===== src/rtl/clk_meter_pkg.sv =====
// Shared types and defaults for the clock period meter.
// The optional duty-cycle counter is enabled by CLK_PERIOD_METER_DUTY_EN (see clk_period_meter.sv).
package clk_meter_pkg;

    typedef enum logic [1:0] {
        IDLE = 2'd0,
        ARM  = 2'd1,
        MEAS = 2'd2,
        HOLD = 2'd3
    } meter_state_t;

    localparam int CNT_W_DEF       = 32;
    localparam int TIMEOUT_DEF     = 100000000;
    localparam int SYNC_STAGES_DEF = 2;

endpackage


===== src/rtl/sig_sync_edge.sv =====
// Multi-flop synchroniser for an asynchronous level plus a one-cycle rising-edge pulse.
// SYNC_STAGES must be at least 2.
module sig_sync_edge #(
    parameter int SYNC_STAGES = 2
) (
    input  logic I_CLK,
    input  logic Rst_n,
    input  logic i_async,
    output logic o_sync,
    output logic o_rise
);

    logic [SYNC_STAGES-1:0] r_sync;
    logic                   r_prev;

    always_ff @(posedge I_CLK or negedge Rst_n) begin
        if (!Rst_n) begin
            r_sync <= '0;
            r_prev <= 1'b0;
        end else begin
            r_sync <= {r_sync[SYNC_STAGES-2:0], i_async};
            r_prev <= r_sync[SYNC_STAGES-1];
        end
    end

    assign o_sync = r_sync[SYNC_STAGES-1];
    assign o_rise = r_sync[SYNC_STAGES-1] & ~r_prev;

endmodule


===== src/rtl/clk_period_meter.sv =====
// Measures the period (and optionally high time) of a slow asynchronous signal in I_CLK cycles.
// Define CLK_PERIOD_METER_DUTY_EN to build the high-time counter; otherwise High_time is tied to 0.
module clk_period_meter
    import clk_meter_pkg::*;
#(
    parameter int CNT_W       = CNT_W_DEF,
    parameter int TIMEOUT     = TIMEOUT_DEF,
    parameter int SYNC_STAGES = SYNC_STAGES_DEF
) (
    input  logic             I_CLK,
    input  logic             Rst_n,
    input  logic             Start,
    input  logic             Sig_in,
    output logic             Busy,
    output logic [CNT_W-1:0] Period,
    output logic [CNT_W-1:0] High_time,
    output logic             Timeout,
    output logic             Valid,
    input  logic             Ready
);

    localparam logic [CNT_W-1:0] TO_MEAS = CNT_W'(TIMEOUT);
    localparam logic [CNT_W-1:0] TO_ARM  = CNT_W'(TIMEOUT - 1);

    meter_state_t     r_state, w_next;
    logic [CNT_W-1:0] r_cnt;
    logic [CNT_W-1:0] r_period;
    logic             r_timeout;
    logic             w_sync, w_rise;
    logic             w_arm_clr, w_meas_start, w_cnt_inc, w_capture, w_abort;

    sig_sync_edge #(
        .SYNC_STAGES (SYNC_STAGES)
    ) u_sync (
        .I_CLK   (I_CLK),
        .Rst_n   (Rst_n),
        .i_async (Sig_in),
        .o_sync  (w_sync),
        .o_rise  (w_rise)
    );

    always_ff @(posedge I_CLK or negedge Rst_n) begin
        if (!Rst_n) r_state <= IDLE;
        else        r_state <= w_next;
    end

    // A rise always wins over the timeout check so a period of exactly TIMEOUT still reports.
    always_comb begin
        w_next       = r_state;
        w_arm_clr    = 1'b0;
        w_meas_start = 1'b0;
        w_cnt_inc    = 1'b0;
        w_capture    = 1'b0;
        w_abort      = 1'b0;
        case (r_state)
            IDLE: begin
                if (Start) begin
                    w_next    = ARM;
                    w_arm_clr = 1'b1;
                end
            end
            ARM: begin
                if (w_rise) begin
                    w_next       = MEAS;
                    w_meas_start = 1'b1;
                end else if (r_cnt == TO_ARM) begin
                    w_next  = HOLD;
                    w_abort = 1'b1;
                end else begin
                    w_cnt_inc = 1'b1;
                end
            end
            MEAS: begin
                if (w_rise) begin
                    w_next    = HOLD;
                    w_capture = 1'b1;
                end else if (r_cnt == TO_MEAS) begin
                    w_next  = HOLD;
                    w_abort = 1'b1;
                end else begin
                    w_cnt_inc = 1'b1;
                end
            end
            HOLD: begin
                if (Ready) w_next = IDLE;
            end
            default: w_next = IDLE;
        endcase
    end

    always_ff @(posedge I_CLK or negedge Rst_n) begin
        if (!Rst_n) begin
            r_cnt     <= '0;
            r_period  <= '0;
            r_timeout <= 1'b0;
        end else begin
            if (w_arm_clr)         r_cnt <= '0;
            else if (w_meas_start) r_cnt <= CNT_W'(1);
            else if (w_cnt_inc)    r_cnt <= r_cnt + CNT_W'(1);

            if (w_capture) begin
                r_period  <= r_cnt;
                r_timeout <= 1'b0;
            end else if (w_abort) begin
                r_period  <= '0;
                r_timeout <= 1'b1;
            end
        end
    end

`ifdef CLK_PERIOD_METER_DUTY_EN
    logic [CNT_W-1:0] r_hcnt;
    logic [CNT_W-1:0] r_high;

    // The rise cycle itself is high, hence the preload of 1 on entry to MEAS.
    always_ff @(posedge I_CLK or negedge Rst_n) begin
        if (!Rst_n) begin
            r_hcnt <= '0;
            r_high <= '0;
        end else begin
            if (w_meas_start)
                r_hcnt <= CNT_W'(1);
            else if (w_cnt_inc && (r_state == MEAS) && w_sync)
                r_hcnt <= r_hcnt + CNT_W'(1);

            if (w_capture)    r_high <= r_hcnt;
            else if (w_abort) r_high <= '0;
        end
    end

    assign High_time = r_high;
`else
    logic w_unused_sync;
    assign w_unused_sync = w_sync;
    assign High_time     = '0;
`endif

    assign Period  = r_period;
    assign Timeout = r_timeout;
    assign Valid   = (r_state == HOLD);
    assign Busy    = (r_state != IDLE);

endmodule


===== config.mk =====
export PLATFORM = sky130hd
export DESIGN_NAME = clk_period_meter
export DESIGN_NICKNAME = d
export VERILOG_FILES = /design/src/rtl/clk_meter_pkg.sv /design/src/rtl/sig_sync_edge.sv /design/src/rtl/clk_period_meter.sv
export SDC_FILE = /design/constraint.sdc
export NUM_CORES = 1
export LEC_CHECK = 0
export ABC_AREA = 1
export ABC_CLOCK_PERIOD_IN_PS = 4400
export CORE_MARGIN = 10
export CORE_UTILIZATION = 30
export DETAILED_ROUTE_END_ITERATION = 8
export GPL_ROUTABILITY_DRIVEN = 0
export GPL_TIMING_DRIVEN = 0
export SYNTH_ARGS = -nofsm -noshare
export SYNTH_HDL_FRONTEND = slang
export SYNTH_SLANG_ARGS = --single-unit

===== constraint.sdc =====
create_clock -name I_CLK -period 4.4 [get_ports I_CLK]
set_clock_uncertainty 0.2 [all_clocks]
set_input_delay 0.44 -clock I_CLK [delete_from_list [all_inputs] [get_ports I_CLK]]
set_output_delay 0.44 -clock I_CLK [all_outputs]
set_load 0.01 [all_outputs]

Yosys cells after proc, flatten, opt, wreduce, memory -nomap -nowiden
Index checks and enable logic that the tools add are counted.
{ "totals": {"reg_bits": 70, "in_bits": 5, "out_inout_bits": 67, "wordCells": 52} }
{ "classes": {"add_sub_neg": 1, "n_eq_ne": 9, "mux": 29, "n_bitwise": 2, "n_reduce_logical": 5} }
{ "op_table": {"columns": ["operator", "n"], "rows": [
  ["two-way mux 32 bit", 5],
  ["== test 32 x 27 -> 1 bit (second input constant)", 2],
  ["adder 32 x 1 -> 32 bit (second input constant)", 1],
  ["two-way mux 1 bit", 15],
  ["two-way mux 2 bit", 6],
  ["one-hot mux 2 bit (4 select lines)", 1],
  ["!= test 3 x 2 -> 1 bit (second input constant)", 2],
  ["== test 2 bit (second input constant)", 2],
  ["one-hot mux 1 bit (2 select lines)", 2],
  ["AND reduction 4 bit", 1],
  ["nonzero test 2 bit", 2],
  ["nonzero test 3 bit", 1],
  ["== test 2 x 1 -> 1 bit (second input constant)", 1],
  ["zero test 2 bit", 1],
  ["!= test 2 x 1 -> 1 bit (second input constant)", 1],
  ["!= test 2 bit (second input constant)", 1],
  ["AND 1 bit", 1],
  ["NOT 1 bit", 1]
]} }

Depth between registers and ports, before layout
{ "depth": {"depth_word": 7, "mapped_depth": 14, "depth_no_buf": 13} }

Cells and area by module
A second synthesis with hierarchy kept.
{ "unflattened": {"cells_unflattened": 609, "area_unflattened_um2": 4425.5} }
{ "modules_own_cells": {"columns": ["mod", "n_inst", "cells_per_inst", "area_per_inst_um2", "seq_area_each_um2"], "rows": [
  ["clk_period_meter", 1, 604, 4340.4, 1676.6],
  ["sig_sync_edge", 1, 5, 85.1, 75.1]
]} }

Least setup slack after synthesis
No wires, ideal clock.
{ "synth_timing": {"path_kind": "register -> register", "start": "register r_cnt[0]", "end": "register r_cnt[21]", "setup_ns": 0.117, "t_arrival_ns": 1.549, "t_required_ns": 4.083, "setup_slack_ns": 2.534, "path_stages_with_launch": 14, "path_buffers": 1, "synth_period_minus_slack_ns": 1.866, "path_cell_list": "dfrtp_1 > ha_1 > nand3_2 > inv_2 > nand2_4 > nor2_2 > nand2_1 > nand2_2 > nand2_4 > nand2_8 > nand2_4 > buf_6 > nand2_1 > nand2_1"} }
{ "synth_via": {"elab_chain_cells": 5, "elab_cells_between_ends": 12, "cone_classes": "1 x add/sub; 2 x eq/ne; 8 x mux; 1 x reduce/logical"} }
{ "synth_rtl": {"columns": ["item", "line", "source"], "rows": [
  ["start: declaration", "clk_period_meter.sv:26", "logic [CNT_W-1:0] r_cnt;"],
  ["start signal: assignment", "clk_period_meter.sv:99", "else if (w_cnt_inc) r_cnt <= r_cnt + CNT_W'(1);"],
  ["branches (longest 5 deep; another with adder 32 x 1 -> 32 bit)", null, null]
]} }
Several ways; the timed one is not identified. The select of a mux whose other input is x is not followed.
A chain may end at the register's enable or synchronous reset.

Final worst setup path
{ "layout_timing": {"start": "register r_state[0]", "end": "register r_period[17] (netlist: Period[17])"} }
{ "layout_via": {"elab_chain_cells": 3, "elab_cells_between_ends": 6, "cone_classes": "2 x eq/ne; 3 x mux; 1 x reduce/logical"} }
{ "layout_rtl": {"columns": ["item", "line", "source"], "rows": [
  ["start: declaration", "clk_period_meter.sv:25", "meter_state_t r_state, w_next;"],
  ["start signal: assignment", "clk_period_meter.sv:44", "else r_state <= w_next;"],
  ["== test 2 bit or == test 2 x 1 -> 1 bit (tied branches)", "clk_period_meter.sv:55", "case (r_state)"],
  ["one-hot mux 1 bit (2 select lines) or two-way mux 1 bit (tied branches)", "clk_period_meter.sv:55", null],
  ["nonzero test 2 bit (no line) or two-way mux 32 bit (tied branches)", null, null],
  ["end signal: assignment", "clk_period_meter.sv:102", "r_period <= r_cnt;"],
  ["end: declaration", "clk_period_meter.sv:27", "logic [CNT_W-1:0] r_period;"]
]} }
Several ways; a longest one is shown, not always the timed one.

==> qor.yml <==
cts_resized: 0
cp.arrival_ns: 2.46
maxSlewHeadroom: 0.546
p_clk_frac: 0.309
synth_seq_cells: 70
ys_warn_count: 0
rows: 43
start_util: 0.309
dieArea_mm2: 0.0197
cts_max_level: 3
synthFlopType: "dfrtp_1"
finalSetupViolCount: 0
hp-class: "reg2reg"
die_y_um: 140
status: "completed"
ant_nets: 0
finalMaxSlewViolations: 0
ctsHoldBuffers: 1
p_leak_nw: 2.79
stdcell_count: 877
ys_seq_area_frac: 0.403
cp_max_fo: 10
max_cap_viol_count: 0
combPwrFrac: 0.357
clkSinkCount: 70
dp_hpwl_um: 8780
drc: 0
final_nets: 704
timing.critical_path.from_type: "flip-flop"
synthTopCellsByArea: "dfrtp_1 (40%), nand2_1 (19%), nand3_1 (8.1%)"
die-width_um: 140
grt_pass1_wl_um: 18800
clockBufferDepth: 2
avgSynthCellArea_um2: 7.13
synth.top_cell.area_share: 0.403
grt.overflow.total: 0
clkLatencyLatePin_ns: 0.35
grt_max_degree: 43
async_flop_share: 1.00
seqCellArea_mm2: 0.00175
cts_tree: "done"
synth_edf_count: 0
layout-drive-gt1-share: 0.109
met3_length_um: 780
fmax_mhz: 411
routedWlPerCell_um: 12.9
drt-met1-wl_um: 5260
peakVddDrop_v: 0.000246
n_fill_cell: 1486
tightest_slew_ns: 0.678
root_buffer: "clkbuf_16"
drt_wl_total_um: 11300
syn_inst: 609
clk_pin_slew_worst_paths_ns: 0.06
tns_ns: 0
crit_type: "reg2reg"
cts_buffers: 9
firstDrtPassIters: 4
hold_viol: 0
final_core_util: 0.384
p_int_mw: 1.40
syn_area_mm2: 0.00434
switching_share: 0.379
ys_types: 27
rsz0062_at_grt: "false"
pre_cts_slack_ns: 1.95
diodes: 0
ios: 72
track_usage: 0.119
p_switching_mw: 0.855
post-cts-setup-buffer-count: 0
power.density_mw_per_mm2: 419
vias_per_cell: 4.31
min_period_over_period: 0.553
first_iter_violations: 307
yosysTopAreaCell: "dfrtp_1"
multi_input_area_mm2: 0.00213
synthToLayoutAreaGrowth_pct: 24.1
wl_met2_um: 5090
place_inst: 860
endpoint_kind: "flip-flop"
seq_power_share: 0.335
grt_pass1_vias: 3689
fin_ws_ns: 1.97
critPathRequiredTime_ns: 4.43
antenna_found_initial: 0
top_layer: "met4"
via_count: 3784
portBuffers: 39
core_area_mm2: 0.0140
period_minus_slack_ns: 2.43
## power groups by stage
stage	Sequential [mW]	Combinational [mW]	Clock [mW]
finish	0.756	0.805	0.696
global route	0.767	0.890	0.745
global placement	0.765	0.795	0
CTS	0.756	0.809	0.718
floorplan	0.765	0.543	0
detailed placement	0.767	0.804	0
## layer usage
layer | track usage | vias to the layer above
met5 | 0 | -
met4 | 0.0516 | 0
met3 | 0.0416 | 13
met2 | 0.179 | 88
met1 | 0.149 | 1693
li1 | - | 1990
## path summary, 6_finish.rpt
kind	start	to	slack (ns)	cells after the start
worst min-delay path	u_sync.r_sync[0]	u_sync.r_sync[1]	0.15	0
worst max-delay path	r_state[0]	Period[17]	1.97	8
worst min register to register	u_sync.r_sync[0]	u_sync.r_sync[1]	0.15	0
max in group asynchronous	Rst_n	Period[30]	3.08	3
worst max register to register	r_state[0]	Period[17]	1.97	8
min in group asynchronous	Rst_n	u_sync.r_sync[1]	0.36	2
## flip-flops by register name, indices dropped and copies added, names as in the netlist
signal and cells:
u_sync.r_prev 1, r_state 2, Period 32, u_sync.r_sync 2
Timeout 1, r_cnt 32
## synth_stat cells, types with 2 or more instances
cell and count:
nand2_2 4, buf_4 32, buf_6 5, buf_1 3
buf_2 6, nand2_1 216, a21oi_1 3, nand2_4 3
nor2_4 2, xor2_1 24, inv_2 2, nand4_1 12
o21bai_1 2, ha_1 7, o21ai_0 4, inv_1 52
nor3_1 3, nand3_1 70, nor2_1 73, nor2_2 2
dfrtp_1 70, clkbuf_1 9
## metrics by stage
stage               area, um^2  hold WS [ns]  power (mW)
floorplan                 4460       -0.0556        1.31
detailed placement        5090         0.136        1.57
CTS                       5390         0.149        2.28
global route              5390         0.163        2.40
finish                    5390         0.146        2.26
global placement          5070         0.133        1.56
## final cells by class
cell class	instances	share of cell area
multi-input combinational	461	0.396
sequential	70	0.325
timing repair buffer	41	0.0776
buffer	55	0.0690
clock buffer	12	0.0495
tap	180	0.0418
inverter	54	0.0376
clock inverter	4	0.00372
## placed cells by master (no fill, tap or decap), types with 4 or more instances in the layout
cell type        synthesis  routed
o21ai_0                  4       4
clkinv_2                 0       4
buf_4                   32      33
buf_2                    6       6
nand2_1                216     216
conb_1                   1      32
clkdlybuf4s50_1          0      38
clkbuf_1                 9       9
dfrtp_1                 70      70
nor2_1                  73      73
nand4_1                 12      12
clkbuf_16                0       9
xor2_1                  24      24
inv_1                   52      52
nand2_2                  4       4
nand3_1                 70      70
buf_6                    5       5
ha_1                     7       7
## worst max-delay path, stage by stage, from the launching register on
cell,delay [ns]
dfrtp_1,0.42
inv_1,0.14
ha_1,0.16
inv_1,0.05
nor2_1,0.53
inv_1,0.22
buf_1,0.36
nand3_1,0.18
nand2_1,0.06
## cells by family (layout without fill, tap and decap cells)
| family | Yosys count | after routing | synth area share |
|---|---|---|---|
| and+or+nand+nor | 387 | 387 | 0.380 |
| AOI/OAI and AO/OA | 11 | 11 | 0.0150 |
| DFF | 70 | 70 | 0.403 |
| xor gates and xnor gates | 24 | 24 | 0.0484 |
| other | 1 | 32 | 0.000864 |
| adders and majority gates | 7 | 7 | 0.0202 |
| buffers and inverters | 109 | 166 | 0.132 |
(Power assumes the default switching activity.)
